File: config.mk
export PLATFORM = sky130hd
export DESIGN_NAME = alu_ctrl_md
export DESIGN_NICKNAME = d
export VERILOG_FILES = /design/src/rtl/alu_pkg.sv /design/src/rtl/alu_op_decode.sv /design/src/rtl/alu_ctrl_md.sv
export SDC_FILE = /design/constraint.sdc
export NUM_CORES = 1
export LEC_CHECK = 0
export ABC_AREA = 1
export BUFFER_PORTS_ARGS = -buffer_cell sky130_fd_sc_hd__buf_2
export CAP_MARGIN = 20
export CORE_UTILIZATION = 30
export CTS_CLUSTER_SIZE = 10
export DETAILED_ROUTE_END_ITERATION = 10
export PLACE_DENSITY = 0.47
export SETUP_SLACK_MARGIN = 0.2
export SLEW_MARGIN = 30
export SYNTH_ARGS = -nofsm -noshare
export SYNTH_HDL_FRONTEND = slang
export SYNTH_SLANG_ARGS = --single-unit
File: constraint.sdc
create_clock -name clk -period 7.5 [get_ports clk]
set_input_delay 1.125 -clock clk [delete_from_list [all_inputs] [get_ports clk]]
set_output_delay 1.125 -clock clk [all_outputs]
set_load 0.02 [all_outputs]
File: src/rtl/alu_pkg.sv
// Shared encodings for the ALU control unit and its M-extension sequencer.
package alu_pkg;

  localparam logic [3:0] OP_AND  = 4'b0000;
  localparam logic [3:0] OP_OR   = 4'b0001;
  localparam logic [3:0] OP_ADD  = 4'b0010;
  localparam logic [3:0] OP_SUB  = 4'b0011;
  localparam logic [3:0] OP_SLL  = 4'b0100;
  localparam logic [3:0] OP_SRL  = 4'b0101;
  localparam logic [3:0] OP_XOR  = 4'b0110;
  localparam logic [3:0] OP_SRA  = 4'b0111;
  localparam logic [3:0] OP_BEQ  = 4'b1000;
  localparam logic [3:0] OP_BNE  = 4'b1001;
  localparam logic [3:0] OP_BLT  = 4'b1010;
  localparam logic [3:0] OP_BGE  = 4'b1011;
  localparam logic [3:0] OP_SLT  = 4'b1100;
  localparam logic [3:0] OP_SLTU = 4'b1101;
  localparam logic [3:0] OP_BLTU = 4'b1110;
  localparam logic [3:0] OP_BGEU = 4'b1111;

  localparam logic [1:0] ALUOP_MEM = 2'b00;
  localparam logic [1:0] ALUOP_BR  = 2'b01;
  localparam logic [1:0] ALUOP_RI  = 2'b10;

  localparam logic [6:0] F7_ALT = 7'b0100000;
  localparam logic [6:0] F7_MD  = 7'b0000001;

  localparam logic [2:0] MD_MUL    = 3'b000;
  localparam logic [2:0] MD_MULH   = 3'b001;
  localparam logic [2:0] MD_MULHSU = 3'b010;
  localparam logic [2:0] MD_MULHU  = 3'b011;
  localparam logic [2:0] MD_DIV    = 3'b100;
  localparam logic [2:0] MD_DIVU   = 3'b101;
  localparam logic [2:0] MD_REM    = 3'b110;
  localparam logic [2:0] MD_REMU   = 3'b111;

  typedef enum logic [1:0] {
    ST_IDLE = 2'b00,
    ST_MUL  = 2'b01,
    ST_DIV  = 2'b10,
    ST_DONE = 2'b11
  } md_state_e;

endpackage

File: src/rtl/alu_op_decode.sv
// Combinational ALU operation decode plus M-extension detection.
module alu_op_decode
  import alu_pkg::*;
#(
  parameter int MD_EN = 1
) (
  input  logic [1:0] i_alu_op,
  input  logic       i_rtype,
  input  logic [6:0] i_funct7,
  input  logic [2:0] i_funct3,
  output logic [3:0] o_operation,
  output logic       o_is_md
);

  logic w_alt;
  assign w_alt = (i_funct7 == F7_ALT);

  always_comb begin
    o_operation = OP_ADD;
    case (i_alu_op)
      ALUOP_BR: begin
        case (i_funct3)
          3'b001:  o_operation = OP_BNE;
          3'b100:  o_operation = OP_BLT;
          3'b101:  o_operation = OP_BGE;
          3'b110:  o_operation = OP_BLTU;
          3'b111:  o_operation = OP_BGEU;
          default: o_operation = OP_BEQ;
        endcase
      end
      ALUOP_RI: begin
        case (i_funct3)
          // ADDI reuses the funct7 field as immediate bits, so SUB needs RType
          3'b000:  o_operation = (i_rtype && w_alt) ? OP_SUB : OP_ADD;
          3'b001:  o_operation = OP_SLL;
          3'b010:  o_operation = OP_SLT;
          3'b011:  o_operation = OP_SLTU;
          3'b100:  o_operation = OP_XOR;
          3'b101:  o_operation = w_alt ? OP_SRA : OP_SRL;
          3'b110:  o_operation = OP_OR;
          default: o_operation = OP_AND;
        endcase
      end
      default: o_operation = OP_ADD;
    endcase
  end

  assign o_is_md = (MD_EN != 0) && (i_alu_op == ALUOP_RI) && i_rtype && (i_funct7 == F7_MD);

endmodule

File: src/rtl/alu_ctrl_md.sv
// ALU control with a multi-cycle multiply/divide sequencer (radix-2 shift-add,
// restoring division) that stalls the pipeline while it iterates.
module alu_ctrl_md
  import alu_pkg::*;
#(
  parameter int XLEN  = 32,
  parameter int MD_EN = 1
) (
  input  logic            clk,
  input  logic            reset,
  input  logic [1:0]      ALUOp,
  input  logic            RType,
  input  logic [6:0]      Funct7,
  input  logic [2:0]      Funct3,
  input  logic            in_valid,
  input  logic [XLEN-1:0] rs1,
  input  logic [XLEN-1:0] rs2,
  output logic            in_ready,
  output logic [3:0]      Operation,
  output logic            is_md,
  output logic            stall,
  output logic            out_valid,
  output logic [XLEN-1:0] md_result
);

  localparam int CW = $clog2(XLEN);

  md_state_e r_state, w_next;

  logic [XLEN-1:0] r_hi, r_lo, r_b, r_md_result;
  logic [CW-1:0]   r_cnt;
  logic [2:0]      r_f3;
  logic            r_neg;

  logic w_is_md, w_accept, w_last;

  alu_op_decode #(.MD_EN(MD_EN)) u_dec (
    .i_alu_op    (ALUOp),
    .i_rtype     (RType),
    .i_funct7    (Funct7),
    .i_funct3    (Funct3),
    .o_operation (Operation),
    .o_is_md     (w_is_md)
  );

  assign w_accept = (r_state == ST_IDLE) && in_valid && w_is_md;
  assign w_last   = (r_cnt == CW'(XLEN - 1));

  // Operand preparation at acceptance: magnitudes plus result sign
  logic            w_s1_signed, w_s2_signed, w_s1_neg, w_s2_neg, w_res_neg;
  logic [XLEN-1:0] w_a_mag, w_b_mag;
  logic            w_div0, w_ovf, w_special;
  logic [XLEN-1:0] w_special_val;

  assign w_s1_signed = (Funct3 != MD_MULHU) && (Funct3 != MD_DIVU) && (Funct3 != MD_REMU);
  assign w_s2_signed = w_s1_signed && (Funct3 != MD_MULHSU);
  assign w_s1_neg    = w_s1_signed && rs1[XLEN-1];
  assign w_s2_neg    = w_s2_signed && rs2[XLEN-1];
  assign w_a_mag     = w_s1_neg ? -rs1 : rs1;
  assign w_b_mag     = w_s2_neg ? -rs2 : rs2;
  assign w_res_neg   = (Funct3 == MD_REM) ? w_s1_neg : (w_s1_neg ^ w_s2_neg);

  assign w_div0    = Funct3[2] && (rs2 == '0);
  assign w_ovf     = Funct3[2] && !Funct3[0] && (rs1 == {1'b1, {(XLEN-1){1'b0}}}) && (rs2 == '1);
  assign w_special = w_div0 || w_ovf;

  always_comb begin
    w_special_val = '0;
    if (w_div0)
      w_special_val = Funct3[1] ? rs1 : '1;
    else
      w_special_val = Funct3[1] ? '0 : rs1;
  end

  // One iteration step; r_hi/r_lo are {acc, multiplier} or {remainder, dividend/quotient}
  logic [XLEN:0]   w_sum, w_sh;
  logic [XLEN+1:0] w_tr;
  logic [XLEN-1:0] w_hi_nxt, w_lo_nxt;

  assign w_sum = {1'b0, r_hi} + (r_lo[0] ? {1'b0, r_b} : '0);
  assign w_sh  = {r_hi, r_lo[XLEN-1]};
  assign w_tr  = {1'b0, w_sh} - {2'b00, r_b};

  always_comb begin
    w_hi_nxt = r_hi;
    w_lo_nxt = r_lo;
    if (r_state == ST_MUL) begin
      w_hi_nxt = w_sum[XLEN:1];
      w_lo_nxt = {w_sum[0], r_lo[XLEN-1:1]};
    end else if (r_state == ST_DIV) begin
      w_hi_nxt = w_tr[XLEN+1] ? w_sh[XLEN-1:0] : w_tr[XLEN-1:0];
      w_lo_nxt = {r_lo[XLEN-2:0], ~w_tr[XLEN+1]};
    end
  end

  logic [2*XLEN-1:0] w_prod, w_prod_s;
  logic [XLEN-1:0]   w_div_pick, w_div_s, w_final;

  assign w_prod     = {w_hi_nxt, w_lo_nxt};
  assign w_prod_s   = r_neg ? -w_prod : w_prod;
  assign w_div_pick = r_f3[1] ? w_hi_nxt : w_lo_nxt;
  assign w_div_s    = r_neg ? -w_div_pick : w_div_pick;

  always_comb begin
    w_final = w_div_s;
    if (!r_f3[2])
      w_final = (r_f3[1:0] == 2'b00) ? w_prod_s[XLEN-1:0] : w_prod_s[2*XLEN-1:XLEN];
  end

  always_ff @(posedge clk) begin
    if (reset) r_state <= ST_IDLE;
    else       r_state <= w_next;
  end

  always_comb begin
    w_next = r_state;
    case (r_state)
      ST_IDLE: if (w_accept) w_next = w_special ? ST_DONE : (Funct3[2] ? ST_DIV : ST_MUL);
      ST_MUL,
      ST_DIV:  if (w_last) w_next = ST_DONE;
      default: w_next = ST_IDLE;
    endcase
  end

  always_comb begin
    in_ready  = (r_state == ST_IDLE);
    out_valid = (r_state == ST_DONE);
    stall     = in_valid && w_is_md && (r_state != ST_DONE);
  end

  always_ff @(posedge clk) begin
    if (reset) begin
      r_hi        <= '0;
      r_lo        <= '0;
      r_b         <= '0;
      r_cnt       <= '0;
      r_f3        <= '0;
      r_neg       <= 1'b0;
      r_md_result <= '0;
    end else if (w_accept) begin
      r_f3  <= Funct3;
      r_neg <= w_res_neg;
      r_cnt <= '0;
      r_hi  <= '0;
      if (w_special) begin
        r_md_result <= w_special_val;
      end else if (Funct3[2]) begin
        r_lo <= w_a_mag;
        r_b  <= w_b_mag;
      end else begin
        r_lo <= w_b_mag;
        r_b  <= w_a_mag;
      end
    end else if ((r_state == ST_MUL) || (r_state == ST_DIV)) begin
      r_hi  <= w_hi_nxt;
      r_lo  <= w_lo_nxt;
      r_cnt <= r_cnt + CW'(1);
      if (w_last) r_md_result <= w_final;
    end
  end

  assign is_md     = w_is_md;
  assign md_result = (MD_EN != 0) ? r_md_result : '0;

endmodule

## After elaboration in Yosys (flattened, before gate mapping)

Cells that the tools add are included.

- Logic and storage cells: 111
- Flip-flop bits (word level): 139
- Output and inout bits: 40
- Input port bits: 80

- Add/subtract/negate cells: 7
- Eq/ne operators: 26
- Muxes and demuxes: 36
- Reduce and logical (&&, ||, !) cells: 31
- Bitwise operators: 3

Operators by type and width:

| kind | count |
|---|---|
| 2-to-1 mux 32 bit | 24 |
| negator 32 bit | 3 |
| == test 32 bit, second input constant | 2 |
| 2-to-1 mux 64 bit | 1 |
| negator 64 bit | 1 |
| subtractor 33 x 32 -> 34 bit | 1 |
| adder 32 x 32 -> 33 bit | 1 |
| zero test 32 bit | 1 |
| one-hot mux 4 bit (7 select lines) | 1 |
| logical AND 1 bit | 16 |
| one-hot mux 3 bit (5 select lines) | 1 |
| == test 3 bit, second input constant | 4 |
| 2-to-1 mux 2 bit | 5 |
| one-hot mux 4 bit (2 select lines) | 1 |
| == test 7 x 1 -> 1 bit, second input constant | 1 |
| == test 7 x 6 -> 1 bit, second input constant | 1 |
| == test 2 bit, second input constant | 3 |
| == test 3 x 2 -> 1 bit, second input constant | 2 |
| inequality test 2 bit, second input constant | 3 |
| inequality test 3 x 2 -> 1 bit, second input constant | 2 |
| inequality test 3 bit, second input constant | 2 |
| AND reduction 2 bit | 3 |
| adder 5 x 1 -> 5 bit, second input constant | 1 |
| == test 5 bit, second input constant | 1 |
| other kinds (14) | 22 |

## Logic depth before layout (Yosys ltp)

- Depth in word-level cells: 11
- Gate-level depth with buffers: 33
- Gate-level depth less buffers: 33

## Modules after synthesis

Synthesis repeated with hierarchy kept, for this count alone.

- Cell total of the unflattened synthesis: 3,421
- Area total of the unflattened synthesis: 19,020.7 sq um

Modules (own cells, without submodules):

| module | area an instance (sq um) | cells an instance | times used | seq. area each (sq um) |
|---|---|---|---|---|
| alu_ctrl_md | 18,773.0 | 3,373 | 1 | 2,782.7 |
| alu_op_decode | 247.7 | 48 | 1 | 0.0 |

## Worst setup path before layout

Ideal clock, no wire load.

- Path kind: input-to-output
- Start point: in ALUOp[0]
- End point: out stall
- Setup slack: 3.634 ns
- Cell stages on the path: 8
- Arrival: 2.741 ns
- Data required time: 6.375 ns
- Buffers on the path: 0
- Cell sequence: inv_1 -> ha_1 -> nand2_1 -> nor2_1 -> inv_1 -> nor4_1 -> nand2_1 -> nor2_1

- Word-level cells in the longest chain between the ends: 5

Ends and longest elaborated chain:

| what | line | source |
|---|---|---|
| from (decl) | alu_ctrl_md.sv:11 | `input logic [1:0] ALUOp,` |
| == test 2 bit | alu_op_decode.sv:48 | `assign o_is_md = (MD_EN != 0) && (i_alu_op == ALUOP_RI) && i_rtype && (i_funct7 == F7_MD);` |
| logical AND 1 bit (2 in a row) | alu_op_decode.sv:48 |  |
| net is_md | alu_ctrl_md.sv:20 | `output logic is_md,` |
| logical AND 1 bit (2 in a row) | alu_ctrl_md.sv:128 | `stall = in_valid && w_is_md && (r_state != ST_DONE);` |
| to (decl) | alu_ctrl_md.sv:21 | `output logic stall,` |

The timed path passes the listed nets, and every way through them passes these cells.

## Final worst setup path

- Start point: reg r_b[20]
- End point: reg r_md_result[10], in the netlist md_result[10]

- Word-level cells in the longest chain between the ends: 11
- Elaborated cells between the ends (all ways): 17
- Classes of those cells: add/sub: 3; mux: 13; bitwise: 1

Ends and longest elaborated chain:

| what | line | source |
|---|---|---|
| from (decl) | alu_ctrl_md.sv:30 | `logic [XLEN-1:0] r_hi, r_lo, r_b, r_md_result;` |
| from (signal assigned) | alu_ctrl_md.sv:149 | `r_b <= w_b_mag;` |
| from (signal assigned) | alu_ctrl_md.sv:152 | `r_b <= w_a_mag;` |
| subtractor 33 x 32 -> 34 bit (*) | alu_ctrl_md.sv:82 | `assign w_tr = {1'b0, w_sh} - {2'b00, r_b};` |
| 2-to-1 mux 32 bit or inverter 1 bit (tied branches) | alu_ctrl_md.sv:91, alu_ctrl_md.sv:92 |  |
| 2-to-1 mux 32 bit | alu_ctrl_md.sv:90 | `end else if (r_state == ST_DIV) begin` |
| 2-to-1 mux 32 bit | alu_ctrl_md.sv:87 | `if (r_state == ST_MUL) begin` |
| negator 64 bit or 2-to-1 mux 32 bit (tied branches) | alu_ctrl_md.sv:100, alu_ctrl_md.sv:101 |  |
| 2-to-1 mux 64 bit or negator 32 bit (tied branches) | alu_ctrl_md.sv:100, alu_ctrl_md.sv:102 |  |
| 2-to-1 mux 32 bit, on equally long branches | alu_ctrl_md.sv:107, alu_ctrl_md.sv:102 |  |
| 2-to-1 mux 32 bit (*) | alu_ctrl_md.sv:106 | `if (!r_f3[2])` |
| 2-to-1 mux 32 bit (*) | alu_ctrl_md.sv:158 | `if (w_last) r_md_result <= w_final;` |
| 2-to-1 mux 32 bit (*) | alu_ctrl_md.sv:154 | `end else if ((r_state == ST_MUL) \|\| (r_state == ST_DIV)) begin` |
| 2-to-1 mux 32 bit (*) | alu_ctrl_md.sv:140 | `end else if (w_accept) begin` |
| to (signal assigned) | alu_ctrl_md.sv:146 | `r_md_result <= w_special_val;` |
| to (signal assigned) | alu_ctrl_md.sv:158 |  |
| to (decl) | alu_ctrl_md.sv:30 |  |

Every way passes the cells marked *; elsewhere a longest branch is shown, timed or not. The select of a mux whose other input is x is not followed.
A chain may end at the register's enable or synchronous reset.

==> metrics.txt <==
# TYPE chip_impl_metric gauge
chip_impl_info{name="synth_area_leader_cell",value="sky130_fd_sc_hd__nand2_1"} 1
chip_impl_metric{name="drc",unit=""} 0
chip_impl_metric{name="vias",unit=""} 23600
chip_impl_metric{name="slew-limit-headroom",unit="%"} 31.0
chip_impl_metric{name="hold_buffers",unit=""} 0
chip_impl_metric{name="async_reset_ff_share",unit="%"} 0
chip_impl_metric{name="combPwrFrac",unit="%"} 59.6
chip_impl_metric{name="post_cts_resized",unit=""} 0
chip_impl_metric{name="yosys_warnings",unit=""} 0
chip_impl_info{name="final_common_cell",value="sky130_fd_sc_hd__nand2_1"} 1
chip_impl_metric{name="path_clk_slew",unit="ns"} 0.07
chip_impl_info{name="outcome",value="completed"} 1
chip_impl_metric{name="first_global_vias",unit=""} 22200
chip_impl_metric{name="switchingPower",unit="mW"} 2.24
chip_impl_metric{name="totalNegativeSetupSlack",unit="ns"} 0
chip_impl_metric{name="worstSkewPairLatency",unit="ns"} 0.49
chip_impl_metric{name="clkSinkCount",unit=""} 139
chip_impl_metric{name="power.clock.fraction",unit="%"} 21.7
chip_impl_metric{name="synth_enable_flop_cells",unit=""} 0
chip_impl_info{name="reg2reg_from",value="r_b[20]"} 1
chip_impl_metric{name="power_report.internal_total",unit="mW"} 1.98
chip_impl_metric{name="synthDistinctLibCells",unit=""} 63
chip_impl_info{name="start_kind",value="flip-flop"} 1
chip_impl_metric{name="number_of_violations_reported_at_the_end_of_detailed_routing_iteration_0",unit=""} 2248
chip_impl_metric{name="finalSetupViolCount",unit=""} 0
chip_impl_metric{name="floorplan.die.height",unit="um"} 256
chip_impl_info{name="type_of_the_tightest_min_delay_check",value="flip-flop to flip-flop"} 1
chip_impl_metric{name="antenna_violations_before_repair",unit=""} 0
chip_impl_metric{name="crit_required",unit="ns"} 7.91
chip_impl_metric{name="clock_path_buffers",unit=""} 2
chip_impl_metric{name="timing.hold.ws",unit="ns"} 0.480
chip_impl_info{name="cts_root_buf",value="sky130_fd_sc_hd__clkbuf_16"} 1
chip_impl_metric{name="synth_nets",unit=""} 3638
chip_impl_info{name="synth_top_cells_by_area",value="sky130_fd_sc_hd__nand2_1 19%, sky130_fd_sc_hd__dfxtp_1 14%, sky130_fd_sc_hd__inv_1 8.5%"} 1
chip_impl_metric{name="worst_path_largest_cell_delay",unit="ns"} 0.45
chip_impl_metric{name="cp_max_fo",unit=""} 33
chip_impl_metric{name="fp.dieW",unit="um"} 256
chip_impl_metric{name="post_synth_instance_area",unit="um^2"} 19300
chip_impl_metric{name="timing.final.max_slew_violations",unit=""} 0
chip_impl_metric{name="cp_data_arrival_time",unit="ns"} 5.81
chip_impl_metric{name="static-leakage-power",unit="nW"} 10.9
chip_impl_info{name="synth_ff_type",value="sky130_fd_sc_hd__dfxtp_1"} 1
chip_impl_metric{name="layout-drive-gt1-share",unit="%"} 10.4
chip_impl_metric{name="finished_layout_cell_area",unit="um^2"} 21100
chip_impl_metric{name="post-synth-top-area-fraction",unit="%"} 18.7
chip_impl_metric{name="synth-seq-area-share",unit="%"} 14.4
chip_impl_metric{name="num_ports",unit=""} 120
chip_impl_info{name="crit_path_frequent_cell",value="sky130_fd_sc_hd__nand2_1"} 1
chip_impl_metric{name="period_utilization",unit="%"} 71.9
chip_impl_metric{name="drt_first_pass_iters",unit=""} 5
chip_impl_metric{name="insertedDiodeCount",unit=""} 0
chip_impl_metric{name="vdd_drop_max",unit="uV"} 198
chip_impl_metric{name="r2r_cells",unit=""} 32
chip_impl_metric{name="post_synthesis_instance_total",unit=""} 3479
chip_impl_metric{name="area_delta_synth_final",unit="%"} 9.37
chip_impl_info{name="tritoncts",value="built"} 1
chip_impl_metric{name="final_core_util",unit="%"} 33.3
chip_impl_metric{name="placed_cell_area",unit="um^2"} 20500
chip_impl_metric{name="grt_overflow",unit=""} 0
chip_impl_metric{name="powerDensity",unit="nW/um^2"} 200
chip_impl_info{name="worstSetupPathType",value="flip-flop to flip-flop"} 1
chip_impl_metric{name="finalWorstPathRequiredPeriod",unit="ns"} 5.40
chip_impl_metric{name="dp.final_hpwl",unit="um"} 78200
chip_impl_metric{name="detail_route.wl_per_cell",unit="um"} 22.1
chip_impl_metric{name="post_synthesis_average_cell_area",unit="um^2"} 5.55
chip_impl_metric{name="route.final.wire_length",unit="um"} 96100
chip_impl_metric{name="timing.reg2reg.setup_slack",unit="ns"} 2.10
chip_impl_metric{name="grt_pass1_wl",unit="um"} 143000
chip_impl_metric{name="finalHoldViolations",unit=""} 0
chip_impl_metric{name="switching_share",unit="%"} 53.0
chip_impl_info{name="setup.worst_path.end",value="md_result[10]"} 1
chip_impl_metric{name="antenna_violating_nets_left",unit=""} 0
chip_impl_metric{name="numPortBuffers",unit=""} 119
chip_impl_metric{name="drt-vias-per-instance",unit=""} 5.41
chip_impl_info{name="cp-startpoint",value="r_b[20]"} 1
chip_impl_metric{name="gr_usage_total",unit="%"} 28.9
chip_impl_metric{name="drv.max_cap_violation_count",unit=""} 0
chip_impl_metric{name="htree_num_levels",unit=""} 4
chip_impl_info{name="critical_path.reg2reg.endpoint",value="md_result[10]"} 1
chip_impl_info{name="cp_slowest_cell",value="sky130_fd_sc_hd__dfxtp_1"} 1
chip_impl_metric{name="grt_start_max_net_pins",unit=""} 85
chip_impl_metric{name="nets",unit=""} 3658
chip_impl_metric{name="ys_ff_latch",unit=""} 139
chip_impl_info{name="final_cell_mix",value="961 x sky130_fd_sc_hd__nand2_1, 436 x sky130_fd_sc_hd__inv_1, 320 x sky130_fd_sc_hd__a21oi_1"} 1
chip_impl_metric{name="timing.clock.skew",unit="ns"} 0.0140
chip_impl_metric{name="gp_congestion",unit=""} 1.02
chip_impl_metric{name="worst_pin_slew",unit="ns"} 1.03
chip_impl_metric{name="placementRows",unit=""} 92
chip_impl_metric{name="power_frac_seq",unit="%"} 18.6
chip_impl_info{name="grt_setup_unrepaired",value="false"} 1
chip_impl_metric{name="timing.fmax",unit="MHz"} 185
chip_impl_metric{name="post-cts-setup-buffers",unit=""} 0
chip_impl_metric{name="core_area",unit="um^2"} 63300
chip_impl_metric{name="hold_path_depth",unit=""} 2
chip_impl_metric{name="initial_utilization",unit="%"} 30.5
chip_impl_info{name="crit_path_end_kind",value="flip-flop"} 1
chip_impl_metric{name="dieArea",unit="um^2"} 65400
chip_impl_metric{name="cts_inserted_buffers",unit=""} 17
[worst max-delay path, delay by kind of cell (launching register included)]
kind                       cells  cell delay (ns)
and+or+nand+nor               23             2.96
adders and majority gates      2             0.69
buffers and inverters          4             0.51
DFF                            1             0.45
AOI/OAI and AO/OA              2             0.45
xor gates and xnor gates       1             0.21
[flip-flops by register name, indices dropped and copies added, names as in the netlist]
signal and flops:
r_b 32, r_state 2, r_lo 32, r_hi 32, md_result 32, r_neg 1, r_f3 3, r_cnt 5
[cells in the mapped netlist (10+ instances only)]
cell type and count:
sky130_fd_sc_hd__o21ai_0 261, sky130_fd_sc_hd__o21bai_1 10, sky130_fd_sc_hd__nand2_2 58, sky130_fd_sc_hd__nor2_2 18
sky130_fd_sc_hd__xnor2_1 21, sky130_fd_sc_hd__nor3_1 42, sky130_fd_sc_hd__o21ai_1 39, sky130_fd_sc_hd__nand3b_1 20
sky130_fd_sc_hd__buf_2 21, sky130_fd_sc_hd__buf_1 13, sky130_fd_sc_hd__nand2_1 961, sky130_fd_sc_hd__o21ai_2 19
sky130_fd_sc_hd__o211ai_1 33, sky130_fd_sc_hd__o22ai_1 13, sky130_fd_sc_hd__clkbuf_1 98, sky130_fd_sc_hd__a22oi_1 16
sky130_fd_sc_hd__nand4_1 53, sky130_fd_sc_hd__nor2_1 273, sky130_fd_sc_hd__dfxtp_1 139, sky130_fd_sc_hd__inv_1 438
sky130_fd_sc_hd__nand3_2 21, sky130_fd_sc_hd__nor4_1 22, sky130_fd_sc_hd__a31oi_1 32, sky130_fd_sc_hd__a21oi_1 320
sky130_fd_sc_hd__xor2_1 76, sky130_fd_sc_hd__ha_1 77, sky130_fd_sc_hd__a21o_1 10, sky130_fd_sc_hd__nand3_1 252
sky130_fd_sc_hd__inv_2 16
[logic make-up after synthesis]
group,count (synthesis),synth area share (%)
buffers and inverters,608,12.6
xor gates and xnor gates,97,4.40
DFF,139,14.4
and+or+nand+nor,1763,40.6
adders and majority gates,79,5.20
AOI/OAI and AO/OA,793,22.8
[area by class of cell]
cell class / count / area, um^2
clock buffers: 19 / 433
clock inverters: 13 / 158
fillers: 7340 / 42200
inverters: 457 / 1720
multi-input cells: 2732 / 14100
flip-flops and latches: 139 / 2790
well taps: 846 / 1060
repair buffers: 152 / 846
[layer usage]
layer,track usage (%),vias to the layer above,wire length [um]
li1,-,11500,-
met1,37.3,11000,41600
met2,48.6,921,44700
met3,3.38,168,5720
met4,11.6,0,4090
met5,0,-,0
[how the worst min path moves through the flow]
stage | start | endpoint | slack [ns]
finish | r_cnt[4] | r_cnt[4] | 0.48
global route | r_b[5] | r_b[5] | 0.51
CTS | r_cnt[4] | r_cnt[4] | 0.47
detailed placement | r_cnt[4] | r_cnt[4] | 0.46
global placement | r_cnt[4] | r_cnt[4] | 0.46
floorplan | r_cnt[4] | r_cnt[4] | 0.45
[through the flow]
stage / setup WS [ns] / instances / power [mW]
3_3_place_gp: 2.34 / 4326 / 3.29
3_5_place_dp: 2.28 / 4326 / 3.28
6_report: 2.10 / 4358 / 4.22
2_1_floorplan: 3.63 / 3479 / 2.62
4_1_cts: 2.24 / 4358 / 4.19
5_1_grt: 1.70 / 4358 / 4.52
[power by group through the flow]
stage	Combinational, mW	Clock, mW	Sequential [mW]
global route	2.79	0.948	0.787
floorplan	1.83	0	0.790
finish	2.52	0.917	0.786
detailed placement	2.47	0	0.802
CTS	2.48	0.924	0.785
global placement	2.49	0	0.802
No activity file was read; power rests on OpenSTA's default activity.
